File: src/rtl/custom_instruction_arbiter.sv
// Round-robin arbiter sharing one custom-instruction accelerator between CPU_COUNT CPU ports.
// One command is outstanding at a time; the grant is held until the response handshake completes.
module custom_instruction_arbiter #(
  parameter int CPU_COUNT = 4,
  parameter int FUNC_W    = 10,
  parameter int DATA_W    = 32
) (
  input  logic                        clk,
  input  logic                        reset,
  input  logic [CPU_COUNT-1:0]        req_cmd_valid,
  output logic [CPU_COUNT-1:0]        req_cmd_ready,
  input  logic [CPU_COUNT*FUNC_W-1:0] req_function_id,
  input  logic [CPU_COUNT*DATA_W-1:0] req_inputs_0,
  input  logic [CPU_COUNT*DATA_W-1:0] req_inputs_1,
  output logic [CPU_COUNT-1:0]        req_rsp_valid,
  input  logic [CPU_COUNT-1:0]        req_rsp_ready,
  output logic [CPU_COUNT*DATA_W-1:0] req_outputs_0,
  output logic                        acc_cmd_valid,
  input  logic                        acc_cmd_ready,
  output logic [FUNC_W-1:0]           acc_function_id,
  output logic [DATA_W-1:0]           acc_inputs_0,
  output logic [DATA_W-1:0]           acc_inputs_1,
  input  logic                        acc_rsp_valid,
  output logic                        acc_rsp_ready,
  input  logic [DATA_W-1:0]           acc_outputs_0,
  output logic                        busy,
  output logic [2:0]                  owner
);

  typedef enum logic [1:0] {
    IDLE = 2'd0,
    CMD  = 2'd1,
    RSP  = 2'd2
  } state_t;

  state_t                 state_r;
  state_t                 state_nxt_s;
  logic [2:0]             owner_r;
  logic [2:0]             owner_nxt_s;
  logic [2:0]             rr_ptr_r;
  logic [2:0]             rr_ptr_nxt_s;
  logic [2:0]             rr_after_s;
  logic [CPU_COUNT-1:0]   owner_oh_s;
  logic                   owner_cmd_valid_s;
  logic                   owner_rsp_ready_s;
  logic                   rsp_done_s;

  // First requester found scanning upward from ptr, wrapping modulo CPU_COUNT.
  function automatic logic [2:0] rr_pick(input logic [CPU_COUNT-1:0] vld, input logic [2:0] ptr);
    logic [2*CPU_COUNT-1:0] rot;
    logic [2:0]             sel;
    int                     idx;
    rot = {vld, vld} >> ptr;
    sel = 3'd0;
    for (int k = CPU_COUNT - 1; k >= 0; k--) begin
      idx = (int'(ptr) + k) % CPU_COUNT;
      sel = ((rot & ((2*CPU_COUNT)'(1'b1) << k)) != '0) ? 3'(idx) : sel;
    end
    return sel;
  endfunction

  assign owner_oh_s        = CPU_COUNT'(1'b1) << owner_r;
  assign owner_cmd_valid_s = |(req_cmd_valid & owner_oh_s);
  assign owner_rsp_ready_s = |(req_rsp_ready & owner_oh_s);
  assign rsp_done_s        = acc_rsp_valid & owner_rsp_ready_s;
  assign rr_after_s        = (owner_r == 3'(CPU_COUNT - 1)) ? 3'd0 : owner_r + 3'd1;
  assign req_outputs_0     = {CPU_COUNT{acc_outputs_0}};
  assign busy              = (state_r != IDLE);
  assign owner             = owner_r;

  // State, grant owner and round-robin pointer registers.
  always_ff @(posedge clk) begin
    if (reset) begin
      state_r  <= IDLE;
      owner_r  <= 3'd0;
      rr_ptr_r <= 3'd0;
    end else begin
      state_r  <= state_nxt_s;
      owner_r  <= owner_nxt_s;
      rr_ptr_r <= rr_ptr_nxt_s;
    end
  end

  // Next-state logic and handshake routing between the owner and the accelerator.
  always_comb begin
    state_nxt_s   = state_r;
    owner_nxt_s   = owner_r;
    rr_ptr_nxt_s  = rr_ptr_r;
    req_cmd_ready = '0;
    req_rsp_valid = '0;
    acc_cmd_valid = 1'b0;
    acc_rsp_ready = 1'b0;
    case (state_r)
      IDLE: begin
        if (|req_cmd_valid) begin
          owner_nxt_s = rr_pick(req_cmd_valid, rr_ptr_r);
          state_nxt_s = CMD;
        end else begin
          state_nxt_s = IDLE;
        end
      end
      CMD: begin
        acc_cmd_valid = owner_cmd_valid_s;
        req_cmd_ready = owner_oh_s & {CPU_COUNT{acc_cmd_ready}};
        req_rsp_valid = owner_oh_s & {CPU_COUNT{acc_rsp_valid}};
        acc_rsp_ready = owner_rsp_ready_s;
        // A withdrawn command forfeits the grant without advancing the pointer.
        if (!owner_cmd_valid_s) begin
          state_nxt_s = IDLE;
        end else if (acc_cmd_ready) begin
          if (rsp_done_s) begin
            state_nxt_s  = IDLE;
            rr_ptr_nxt_s = rr_after_s;
          end else begin
            state_nxt_s = RSP;
          end
        end else begin
          state_nxt_s = CMD;
        end
      end
      RSP: begin
        req_rsp_valid = owner_oh_s & {CPU_COUNT{acc_rsp_valid}};
        acc_rsp_ready = owner_rsp_ready_s;
        if (rsp_done_s) begin
          state_nxt_s  = IDLE;
          rr_ptr_nxt_s = rr_after_s;
        end else begin
          state_nxt_s = RSP;
        end
      end
      default: begin
        state_nxt_s = IDLE;
      end
    endcase
  end

  // Command fields follow the owner's slice regardless of acc_cmd_valid.
  always_comb begin
    acc_function_id = req_function_id[FUNC_W-1:0];
    acc_inputs_0    = req_inputs_0[DATA_W-1:0];
    acc_inputs_1    = req_inputs_1[DATA_W-1:0];
    for (int k = 1; k < CPU_COUNT; k++) begin
      acc_function_id = (owner_r == 3'(k)) ? req_function_id[k*FUNC_W +: FUNC_W] : acc_function_id;
      acc_inputs_0    = (owner_r == 3'(k)) ? req_inputs_0[k*DATA_W +: DATA_W]    : acc_inputs_0;
      acc_inputs_1    = (owner_r == 3'(k)) ? req_inputs_1[k*DATA_W +: DATA_W]    : acc_inputs_1;
    end
  end

endmodule

File: config.mk
export PLATFORM = sky130hd
export DESIGN_NAME = custom_instruction_arbiter
export DESIGN_NICKNAME = d
export VERILOG_FILES = /design/src/rtl/custom_instruction_arbiter.sv
export SDC_FILE = /design/constraint.sdc
export NUM_CORES = 1
export LEC_CHECK = 0
export BUFFER_PORTS_ARGS = -buffer_cell sky130_fd_sc_hd__buf_2
export CELL_PAD_IN_SITES_DETAIL_PLACEMENT = 2
export CELL_PAD_IN_SITES_GLOBAL_PLACEMENT = 2
export CORE_AREA = 10 10 210 212
export CTS_CLUSTER_SIZE = 30
export DETAILED_ROUTE_END_ITERATION = 10
export DIE_AREA = 0 0 220 222
export GPL_ROUTABILITY_DRIVEN = 0
export GPL_TIMING_DRIVEN = 0
export PLACE_DENSITY = 0.67
export RECOVER_POWER = 25
export SYNTH_ARGS = -nofsm -noshare
export SYNTH_HDL_FRONTEND = slang
export SYNTH_SLANG_ARGS = --single-unit
export TNS_END_PERCENT = 1
File: constraint.sdc
create_clock -name clk -period 3.7 [get_ports clk]
set_input_delay 0 -clock clk [delete_from_list [all_inputs] [get_ports clk]]
set_output_delay 0 -clock clk [all_outputs]
set_load 0.02 [all_outputs]
# Word level (Yosys, flattened, before mapping)
# Index checks and enable logic that the tools add are counted.
[totals]
register_bits = 8
input_bits = 340
elab_cells = 63
[classes]
n_addsub = 4
eq_ne = 7
shifts = 2
n_mux = 27
n_bitwise = 8
n_reduce_logical = 12
[op_table]
columns = ["operator", "n"]
rows = [
  ["$mux W32", 6],
  ["$mux W10", 3],
  ["$mux W3", 8],
  ["$and A4 B4 Y4", 4],
  ["$reduce_or A4 Y1", 3],
  ["$mux W4", 2],
  ["$reduce_or A2 Y1", 4],
  ["$shr A8 B3 Y4", 1],
  ["$eq A3 B2 Y1 const B", 2],
  ["$mux W2", 3],
  ["$pmux W2 S3", 1],
  ["$pmux W3 S2", 1],
  ["$add A2 B2 Y2 const B", 2],
  ["$ne A2 B2 Y1 const B", 2],
  ["$reduce_bool A2 Y1", 2],
  ["$shl A1 B3 Y4 const A", 1],
  ["$add A3 B1 Y3 const B", 1],
  ["$and A1 B1 Y1 const A", 3],
  ["$eq A3 B1 Y1 const B", 1],
  ["$mux W1", 3],
  ["$reduce_and A3 Y1", 1],
  ["$add A2 B1 Y2 const B", 1],
  ["$eq A2 B1 Y1 const B", 1],
  ["$eq A2 B2 Y1 const B", 1],
  ["other kinds (3)", 3],
]

# Depth between registers and ports, before layout
[logic_depth]
ltp_word = 8
mapped_depth = 9
depth_no_buf = 6

# Least setup slack after synthesis
# No wires, ideal clock.
[synth_path]
path_type = "register -> output"
from = "register owner_r[0], in the netlist owner[0]"
to = "output acc_inputs_0[10]"
arrival_time_ps = 1926
required_ps = 3700
setup_slack_ps = 1774
path_stages_with_launch = 9
n_path_buf = 3
cell_sequence = "dfxtp_1 > inv_1 > ha_1 > buf_2 > buf_2 > clkbuf_1 > nor2_1 > a21oi_1 > o21ai_0"
[synth_via]
elab_chain_cells = 4
[synth_lines]
columns = ["element", "line", "text"]
rows = [
  ["from (decl)", "38", "logic [2:0] owner_r;"],
  ["from (signal assigned)", "79", "owner_r <= owner_nxt_s;"],
  ["$eq A3 B1 Y1", "144", "acc_inputs_0 = (owner_r == 3'(k)) ? req_inputs_0[k*DATA_W +: DATA_W] : acc_inputs_0;"],
  ["$mux W32 (2 in series)", "144", ""],
  ["$mux W32 *", "144", ""],
  ["to (decl)", "21", "output logic [DATA_W-1:0] acc_inputs_0,"],
]
# Mark *: on every way between the ends. The rest lies on a longest branch, timed or not.

# Worst setup path in the final report
[layout_path]
from = "register owner_r[0], in the netlist owner[0]"
to = "output acc_inputs_1[20]"
[layout_via]
elab_chain_cells = 4
[layout_lines]
columns = ["element", "line", "text"]
rows = [
  ["$eq A3 B1 Y1", "145", "acc_inputs_1 = (owner_r == 3'(k)) ? req_inputs_1[k*DATA_W +: DATA_W] : acc_inputs_1;"],
  ["$mux W32 (2 in series)", "145", ""],
  ["$mux W32 *", "145", ""],
  ["to (decl)", "22", "output logic [DATA_W-1:0] acc_inputs_1,"],
]
# Marks and branches as above.

==> metrics list <==
* Classification of the worst setup path: reg -> out
- Number of levels in the clock H-tree: 1
- Clock tree synthesis found a total of 6 sinks.
- Highest-delay cell along the critical path: clkbuf_1
* Worst-skew pair later-pin latency: 0.23 ns
- The first global-routing pass estimated 48460 um of wire.
* Highest cell delay on the worst timing path: 0.72 ns
- The first routing iteration left 159 violations.
* Timing-limited maximum frequency: 0.3274 GHz
* Post-CTS Setup Inserts: 0
- Arr. time, crit path: 3.05 ns
* Slack of the worst reg-to-reg path: 1.77 ns
* Buffers added on ports: 522
- Kind of launch point of the worst setup path: flip-flop
* Routed Antenna Nets: 0
- Relative slew margins: 0.3796
- The number of antenna violations at the first check in global routing was 7.
- Cts hold-fix bufs: 0
- Using the TritonRoute via totals, the vias-per-cell ratio works out to 3.767.
- FFs w/ async S/R, synth: 0
- The die covers 48840 um^2.
* Period minus WS final: 3.055 ns
* Synth unique cells: 36
- Leakage Power: 3.568 nW
- The pre-antenna-repair detailed-routing pass consisted of 4 iterations.
- Root Buffer: clkbuf_16
- The critical path goes through inv_1, ha_1, buf_2, buf_2, clkbuf_1, a21oi_1, o21ai_0, buf_2.
- Number of flops mapped to enable cells by yosys: 0
- Top post-synthesis cells by count: buf_4, a21oi_1, nand2_1
- The most used flip-flop cell after synthesis is dfxtp_1.
* Area grow syn2layout: 86.16%
* Total global routing overflow: 0
* Maximum fanout along the worst path: 10
- Library cell occupying the most area in the post-synthesis netlist: buf_4
- Area of the mapped netlist: 3805 um^2
- Number of max-slew violations in the final report: 0
- The routed design has 34380 um of wire.
* Pwr/cell area: 191.0 nW/um^2
- Max-Cap Viols: 0
* Outcome: finished clean
* Cells taking the most area after synthesis: buf_4, mux2i_1, a21oi_1, o21ai_0, nand2_1
- TritonCTS clock tree: done
- Worst EP required: 3.70 ns
- Setup repair after global routing left no endpoint under its margin.
- All-layer global routing usage: 0.1299
* Finished Core Util: 0.1787
- The net count of the finished layout is 1482.
- The Yosys step of the flow raised 0 warnings.
* Final number of hold-violating endpoints: 0
- When the netlist entered floorplanning its net count stood at 955.
- Among the stages of the critical path, the cell type that occurs most often is buf_2.
- Starting utilization of the core area: 0.09599
* Layout fillers: 5004
- Number of core rows: 73
- The routed layout has 6245 vias.
* Overall die width: 220 um
- Dividing the final minimum period by the clock period gives 0.8256.
* Detailed-placement wirelength estimate: 30540 um
* Mean post-synth cell area: 6.268 um^2
- Actual transition at the worst max-transition pin: 0.9305 ns
- The min-delay analysis places its worst path in the category in -> reg.
- Number of storage elements in the synthesis netlist: 6
- Top Ports: 556
- The worst-case IR drop observed on VDD is 0.1013 mV.
- For this run, the register share of the synthesized area comes to 0.03157.
- Die Y-Extent: 222 um
* Vias in the first global route: 7233
* Share of final-layout standard cells stronger than drive strength 1: 0.5504
- Number of endpoints failing setup at the final stage: 0
- Largest net degree at the start of global routing: 11
* Worst-case clock buffer depth: 2
- After detailed routing, the number of remaining DRC violations is 0.
* Most frequent cell after synthesis: buf_4
* Top-area cell type share of the netlist area: 0.2545
- The worst setup path is captured at an output pin.
* Gate count of the mapped netlist: 607
- Gates resized during post-CTS repair numbered 0.
- The total area inside the core boundary comes to 39640 um^2.
* TNS Setup: 0 ns
* Post-Route Skew: 0.005380 ns
- TritonCTS created 3 clock buffers.
* Routed len/inst: 20.73 um
* Clock-pin transition on the worst setup and hold timing paths: 0.03 ns
## registers in the layout, summed over array words and instances (netlist names)
name,count
rr_ptr_r,2
owner,2
state_r,2
## power by group
part           switching [W]  total (W)  internal (W)
Sequential        0.00000458  0.0000736     0.0000690
Combinational       0.000647    0.00110      0.000454
Clock              0.0000383   0.000177      0.000139
Total               0.000690    0.00135      0.000662
## stage by stage
step	hold WS (ns)	power (W)	instances	cell area (um^2)	setup slack, ns
final	0.03934	0.001353	1658	7083	0.6453
after global routing	0.06265	0.001468	1658	7083	0.3483
after CTS	0.03942	0.001394	1657	7149	0.4559
after detailed placement	0.2237	0.001211	1654	7074	0.7021
after global placement	0.2237	0.001192	1654	7074	0.7429
after floorplan	0.06886	0.0007041	607	3805	1.774
## path summary, 6_finish.rpt
path	from	end	depth (start not counted)
hold / removal	acc_rsp_valid	state_r[1]	2
setup / recovery	owner[0]	acc_inputs_1[20]	8
hold reg to reg	owner[1]	owner[1]	2
setup reg to reg	owner[0]	rr_ptr_r[0]	7
## critical path: cells and delay by family (launching register included)
| family | cells | cell delay, ns |
|---|---|---|
| buf+inv | 5 | 1.73 |
| flops | 1 | 0.36 |
| fa+ha+maj | 1 | 0.15 |
| compound gates | 2 | 0.55 |
## layout make-up
cell class              instances  area [um^2]  area share
well taps                     525        656.9     0.09274
flip-flops and latches          6        120.1     0.01696
diodes                          1        2.502   0.0003533
clock buffers                   3        75.07     0.01060
repair buffers                522         2544      0.3591
plain buffers                 172         1180      0.1666
inverters                       6        22.52    0.003180
multi-input cells             423         2482      0.3505
## metal layers
layer	global-route usage	up-vias	share of wire
met3	0.04884	16	0.10
met5	0	-	0.0014
met4	0.006165	10	0.0028
met1	0.1290	2913	0.36
met2	0.2574	332	0.53
li1	-	2974	-
## kinds of logic (layout without fill, tap and decap cells)
family          after synthesis  after routing  share of synthesized area
mux                          78             78                     0.2059
other cells                   1              2                  0.0009856
fa+ha+maj                     8              8                    0.02631
compound gates              166            166                     0.2391
simple gates                170            170                     0.1802
buf+inv                     178            703                     0.3160
flops                         6              6                    0.03157
## layout by cell type (no fill, tap or decap), types with 2 or more instances in the layout
master	netlist	final
buf_2	10	477
buf_4	129	129
clkbuf_1	27	82
a21oi_1	77	77
nand2_1	77	77
mux2i_1	76	76
nor2_1	75	75
o21ai_0	75	75
and3_1	8	8
ha_1	8	8
inv_1	6	6
dfxtp_1	6	6
buf_6	5	5
nand2b_1	3	3
clkbuf_16	0	3
a22oi_1	2	2
a22oi_2	2	2
nor2b_1	2	2
No activity file was read; power rests on OpenSTA's default activity.
